==> config.mk <==
export PLATFORM = sky130hd
export DESIGN_NAME = fir_filter_param
export DESIGN_NICKNAME = d
export VERILOG_FILES = /design/src/rtl/fir_pkg.sv /design/src/rtl/fir_sat_shift.sv /design/src/rtl/fir_filter_param.sv
export SDC_FILE = /design/constraint.sdc
export NUM_CORES = 1
export LEC_CHECK = 0
export BUFFER_PORTS_ARGS = -buffer_cell sky130_fd_sc_hd__clkbuf_2
export CORE_MARGIN = 2
export CORE_UTILIZATION = 50
export DETAILED_ROUTE_END_ITERATION = 8
export PLACE_DENSITY = 0.66
export SYNTH_ARGS = -nofsm -noshare
export SYNTH_HDL_FRONTEND = slang
export SYNTH_SLANG_ARGS = --single-unit
==> constraint.sdc <==
create_clock -name clk -period 6.1 [get_ports clk]
set_input_delay 0.915 -clock clk [delete_from_list [all_inputs] [get_ports clk]]
set_output_delay 0.915 -clock clk [all_outputs]
set_load 0.02 [all_outputs]
==> src/rtl/fir_pkg.sv <==
// Shared helpers and default widths for the parametrised FIR filter.
`timescale 1ns/1ps

package fir_pkg;

    // Ceiling log2, never below 1 so that a tap index always has at least one bit.
    function automatic int clog2(input int value);
        int result;
        result = 0;
        for (int v = value - 1; v > 0; v = v >> 1) begin
            result = result + 1;
        end
        return (result < 1) ? 1 : result;
    endfunction

    // Default configuration (moving-average replacement).
    localparam int DEF_NTAPS  = 4;
    localparam int DEF_DATA_W = 8;
    localparam int DEF_COEF_W = 8;
    localparam int DEF_OUT_W  = 16;

    // Full-precision product and accumulator widths for the default configuration.
    localparam int PROD_W = DEF_DATA_W + DEF_COEF_W;
    localparam int ACC_W  = PROD_W + clog2(DEF_NTAPS);

    typedef logic signed [DEF_DATA_W-1:0] sample_t;
    typedef logic signed [DEF_COEF_W-1:0] coef_t;
    typedef logic signed [PROD_W-1:0]     prod_t;
    typedef logic signed [ACC_W-1:0]      acc_t;

endpackage

==> src/rtl/fir_sat_shift.sv <==
// Output conditioning: arithmetic right shift, then saturate or wrap to OUT_W bits.
`timescale 1ns/1ps

module fir_sat_shift
    import fir_pkg::*;
#(
    parameter int IN_W      = ACC_W,
    parameter int OUT_W     = DEF_OUT_W,
    parameter int OUT_SHIFT = 0,
    parameter int SAT       = 1
) (
    input  logic signed [IN_W-1:0]  acc,
    output logic signed [OUT_W-1:0] result
);

    // One guard bit above the wider of the two widths keeps the range compare exact.
    localparam int EXT_W = ((IN_W > OUT_W) ? IN_W : OUT_W) + 1;
    localparam logic signed [EXT_W-1:0] MAX_V = {{(EXT_W-OUT_W+1){1'b0}}, {(OUT_W-1){1'b1}}};
    localparam logic signed [EXT_W-1:0] MIN_V = {{(EXT_W-OUT_W+1){1'b1}}, {(OUT_W-1){1'b0}}};

    logic signed [IN_W-1:0]  shifted;
    logic signed [EXT_W-1:0] wide;

    // Shift, sign-extend, then clamp to the signed output range or keep the low bits.
    always_comb begin
        // NOTE: result gets its wrap value first so every path assigns it and no latch is inferred.
        shifted = acc >>> OUT_SHIFT;
        wide    = {{(EXT_W-IN_W){shifted[IN_W-1]}}, shifted};
        result  = wide[OUT_W-1:0];
        if (SAT != 0) begin
            if (wide > MAX_V) begin
                result = MAX_V[OUT_W-1:0];
            end else if (wide < MIN_V) begin
                result = MIN_V[OUT_W-1:0];
            end
        end
    end

endmodule

==> src/rtl/fir_filter_param.sv <==
// Direct-form FIR: valid-qualified delay line, registered products, registered sum.
`timescale 1ns/1ps

module fir_filter_param
    import fir_pkg::*;
#(
    parameter int                NTAPS     = DEF_NTAPS,
    parameter int                DATA_W    = DEF_DATA_W,
    parameter int                COEF_W    = DEF_COEF_W,
    parameter int                OUT_W     = DEF_OUT_W,
    parameter int                OUT_SHIFT = 0,
    parameter int                SAT       = 1,
    parameter logic [COEF_W-1:0] COEF_RST  = 8'h20
) (
    input  logic                       clk,
    input  logic                       reset,
    input  logic                       in_valid,
    input  logic signed [DATA_W-1:0]   data_in,
    input  logic                       flush,
    input  logic                       coef_we,
    input  logic [clog2(NTAPS)-1:0]    coef_addr,
    input  logic signed [COEF_W-1:0]   coef_data,
    output logic                       out_valid,
    output logic signed [OUT_W-1:0]    data_out
);

    localparam int PRODUCT_W = DATA_W + COEF_W;
    localparam int SUM_W     = PRODUCT_W + clog2(NTAPS);

    logic signed [DATA_W-1:0]    x    [NTAPS];
    logic signed [COEF_W-1:0]    c    [NTAPS];
    logic signed [PRODUCT_W-1:0] p    [NTAPS];
    logic signed [SUM_W-1:0]     sum;
    logic signed [OUT_W-1:0]     conditioned;
    logic                        accept;
    logic                        v0;
    logic                        v1;

    assign accept = in_valid & ~flush;

    // Delay line: shifts only on an accepted sample, cleared by flush.
    always_ff @(posedge clk or posedge reset) begin
        // NOTE: state registers use <= so every stage samples the pre-edge values of the others.
        if (reset) begin
            for (int k = 0; k < NTAPS; k++) x[k] <= '0;
        end else if (flush) begin
            for (int k = 0; k < NTAPS; k++) x[k] <= '0;
        end else if (in_valid) begin
            x[0] <= data_in;
            for (int k = 1; k < NTAPS; k++) x[k] <= x[k-1];
        end
    end

    // Coefficient bank: runtime writes, out-of-range addresses ignored, kept across flush.
    always_ff @(posedge clk or posedge reset) begin
        // NOTE: the bank is a small flop array with a defined reset value, not a RAM, so resetting it is intended.
        if (reset) begin
            for (int k = 0; k < NTAPS; k++) c[k] <= COEF_RST;
        end else if (coef_we && (int'(coef_addr) < NTAPS)) begin
            c[coef_addr] <= coef_data;
        end
    end

    // Marks that the delay line holds a freshly accepted sample for stage 1.
    always_ff @(posedge clk or posedge reset) begin
        if (reset) begin
            v0 <= 1'b0;
        end else begin
            v0 <= accept;
        end
    end

    // Stage 1: products latch only when a sample advances, flush discards the slot.
    always_ff @(posedge clk or posedge reset) begin
        if (reset) begin
            for (int k = 0; k < NTAPS; k++) p[k] <= '0;
            v1 <= 1'b0;
        end else if (flush) begin
            v1 <= 1'b0;
        end else begin
            v1 <= v0;
            if (v0) begin
                for (int k = 0; k < NTAPS; k++) begin
                    p[k] <= PRODUCT_W'(x[k]) * PRODUCT_W'(c[k]);
                end
            end
        end
    end

    // Exact full-width adder tree over the sign-extended products.
    always_comb begin
        sum = '0;
        for (int k = 0; k < NTAPS; k++) begin
            sum = sum + {{(SUM_W-PRODUCT_W){p[k][PRODUCT_W-1]}}, p[k]};
        end
    end

    fir_sat_shift #(
        .IN_W      (SUM_W),
        .OUT_W     (OUT_W),
        .OUT_SHIFT (OUT_SHIFT),
        .SAT       (SAT)
    ) u_sat_shift (
        .acc    (sum),
        .result (conditioned)
    );

    // Stage 2: register the conditioned sum; data_out holds when no result is produced.
    always_ff @(posedge clk or posedge reset) begin
        if (reset) begin
            out_valid <= 1'b0;
            data_out  <= '0;
        end else begin
            out_valid <= v1;
            if (v1) begin
                data_out <= conditioned;
            end
        end
    end

endmodule

==> metrics <==
global route overflow=0; Synth-to-Final Area Change=6.77%; crit-path cells=and2_1, fa_1, inv_1, fa_1, inv_1, fa_1, inv_1, fa_1, inv_1, ha_1, o21ai_1, a21boi_0, o21ai_0, a21boi_1, o211a_1, or3_1, a31o_2; Synth top area share=29.6%; Synth Area in Compound Gates=8.73%; clock slew at reported path FFs=0.07 ns; Detailed Routing Iterations Pass 1=5; drc violations=0; total CTS buffers=17; net count after synthesis=2,190; Max FO, Critical Path=10; Worst path max stage delay=0.53 ns; post-route setup slack=1.28 ns; CP endpoint kind=flop; Diodes inserted=0; Tot GR Track Use=22.8%; Switching Share=46.6%; CTS tree=done; vias in the first global route=12,200; buffer and inverter count on the worst path=4; Die H=189 um; initial antenna violation count=0; ys async rst share=100%; Detailed Route WL=37,500 um; mux cell area share after synthesis=3.91%; crit path time final=4.82 ns; simple-gate share of the synthesized area=13.6%; hold slack=0.484 ns; unrepaired setup endpoints after global routing=no; DR iter-0 viols=643; required time worst endpoint=6.41 ns; share of layout cells above drive strength 1=7.24%; Power Internal=0.00362 W; Worst Reg-to-Reg Cells=17; register bit total from synthesis=147; clk buf depth=2; Tcrit/Tclk final=78.9%; number of flops mapped to enable cells by yosys=0; Ports=40; final clock skew=0.0130 ns; largest family of logic cells by synthesized area=adder cells; Hold Path Class=flop to flop; CTS Sinks=147; Final Wtd Congestion=0.904; # rows=67; Setup TNS=0 ns; core area=33,600 um^2; largest cells by area after synthesis=fa_1 30%, dfrtp_1 21%, ha_1 9.7%, inv_1 8.3%, and2_1 5.3%; cell count along the critical path=17; status=complete, no violations; drt wl/cell=16.7 um; Netlist cell types=62; filler cell count in the final layout=2,993; cts repair resizes=0; post-synthesis xor/xnor area fraction=3.23%; sequential power share=21.2%; Overall Power=0.00678 W; Power Density=371 nW/um^2; area share of fa/ha/maj cells after synthesis=39.3%; post-place setup slack=1.29 ns; family with the most delay on the worst path=adder cells; startpoint type of the worst setup path=flop; CP max stage cell=fa_1; worst path arrival time=5.13 ns; fin. max-slew vios=0; Peak VDD IR=0.360 mV; hpwl dp=30,100 um; sequential area share after synthesis=21.5%; total number of vias=11,500; Hold Fails Final Rpt=0; Mean Syn Cell Area=9.62 um^2; WS Path Type=flop to flop; WHS Path Cells=2; combinational power share=62.7%; root buf cell=clkbuf_16; Post-CTS Setup Bufs=0; Clk pwr share=16.2%; final core area utilization=54.4%; Max-cap violations=0; Slew headroom=46.0%; Max Clk Rate=0.208 GHz; sw power=0.00316 W; first-pass GRT wire length=64,100 um; clk_lat worst skew=0.43 ns; Antenna Nets Post-Route=0; worst-margin pin slew=0.810 ns; Yosys top cell by area=fa_1; CTS Hold Buffers Added=0; final setup fails=0; Starting Density=50.9%; Die W=189 um; total die area=35,700 um^2; largest net degree at the start of global routing=88; YS warnings=0; # nets final=2,192; Via-to-Cell Ratio=5.14; H-tree depth=4; cell area after synthesis=17,100 um^2; Port Buffer Count=39; Post-Synthesis Cells=1,781; prevailing post-synth register cell=dfrtp_1; LEAKAGE=9.03 nW
[stage by stage]
step | cell area, um^2 | cells
after floorplan | 17100 | 1781
after global placement | 17700 | 2212
after detailed placement | 17700 | 2212
after CTS | 18300 | 2244
after global routing | 18300 | 2244
final | 18300 | 2244
[worst paths after layout]
kind,endpoint,start,slack [ns]
worst max-delay path,p[46]$_DFFE_PP0P_,x[22]$_DFFE_PP0P_,1.28
worst min-delay path,p[61]$_DFFE_PP0P_,p[61]$_DFFE_PP0P_,0.48
worst max register to register,p[46]$_DFFE_PP0P_,x[22]$_DFFE_PP0P_,1.28
worst min register to register,p[61]$_DFFE_PP0P_,p[61]$_DFFE_PP0P_,0.48
max in group asynchronous,c[7]$_DFFE_PP0P_,reset,4.17
min in group asynchronous,data_out[8]$_DFFE_PP0P_,reset,0.61
[power by group through the flow]
| stage | combinational (W) | sequential (W) | clock [W] |
|---|---|---|---|
| floorplan | 0.00340 | 0.00140 | 0 |
| global placement | 0.00418 | 0.00144 | 0 |
| detailed placement | 0.00425 | 0.00145 | 0 |
| CTS | 0.00428 | 0.00143 | 0.00111 |
| global route | 0.00486 | 0.00147 | 0.00116 |
| finish | 0.00425 | 0.00143 | 0.00110 |
[synthesized netlist by cell type (5+ instances only)]
library cell and n:
clkbuf_1 57, nor2_1 82, o21ai_1 6, ha_1 133
mux2i_1 32, nor2b_1 6, nand2b_1 30, o221a_1 11
and2_1 145, and3_1 5, nand3_1 10, dfrtp_1 143
o21a_1 24, o31ai_1 14, a2111oi_2 5, inv_1 380
or3_1 6, o21ai_0 65, a21o_1 13, nand2_1 164
xnor2_1 44, a21oi_1 30, nor3_1 14, fa_1 253
mux2_2 31, xor2_1 16
[routing by layer]
layer	up-vias	share of wire (%)	global-route usage (%)
met1	5777	47	31.8
li1	5502	-	-
met3	33	3.3	2.63
met2	232	48	38.3
met5	-	0	0
met4	0	1.6	5.20
[layout by cell type (no fill, tap or decap), types with 4 or more instances in the layout]
cell	n
clkbuf_2	39
and2_1	145
xor2_1	16
a21boi_0	4
nand3_1	10
o21bai_1	4
o31ai_1	14
a21oi_1	30
xnor2_1	44
nor2_1	82
or3_1	6
nor2b_1	6
mux2i_1	32
and3_1	5
fa_1	253
a21o_1	13
nor3_1	14
o21ai_1	6
inv_1	379
nand2_1	164
dfrtp_1	143
o211a_1	4
o221a_1	11
dfstp_2	4
mux2_2	31
inv_6	4
nand2b_1	29
buf_4	5
o21a_1	24
o21ai_0	65
a2111oi_2	5
clkbuf_16	17
ha_1	133
[sequential cells by signal, summed over array words and instances, names as in the netlist]
name and count:
data_out 16, v0 1, p 64, v1 1, out_valid 1, c 32, x 32
[worst min-delay path, delay by kind of cell, from the launching register on]
family           cells  cell delay, ns
AND/OR/NAND/NOR      1            0.05
AO/OA/AOI/OAI        1            0.06
flip-flops           1            0.34
[cell type report]
type                            count  area, um^2  share of cell area (%)
Timing Repair Buffer               44         233                    1.27
Multi-Input combinational cell   1192       11800                    64.4
Clock buffer                       17         425                    2.33
Clock inverter                     15         174                   0.951
Sequential cell                   147        3680                    20.1
Inverter                          381        1440                    7.85
Tap cell                          448         561                    3.07
[kinds of logic after synthesis]
group           Yosys count
compound gates          210
xor+xnor                 61
fa+ha+maj               386
buf+inv                 442
flops                   147
mux                      63
simple gates            472
Power figures use the tool's default switching activity.
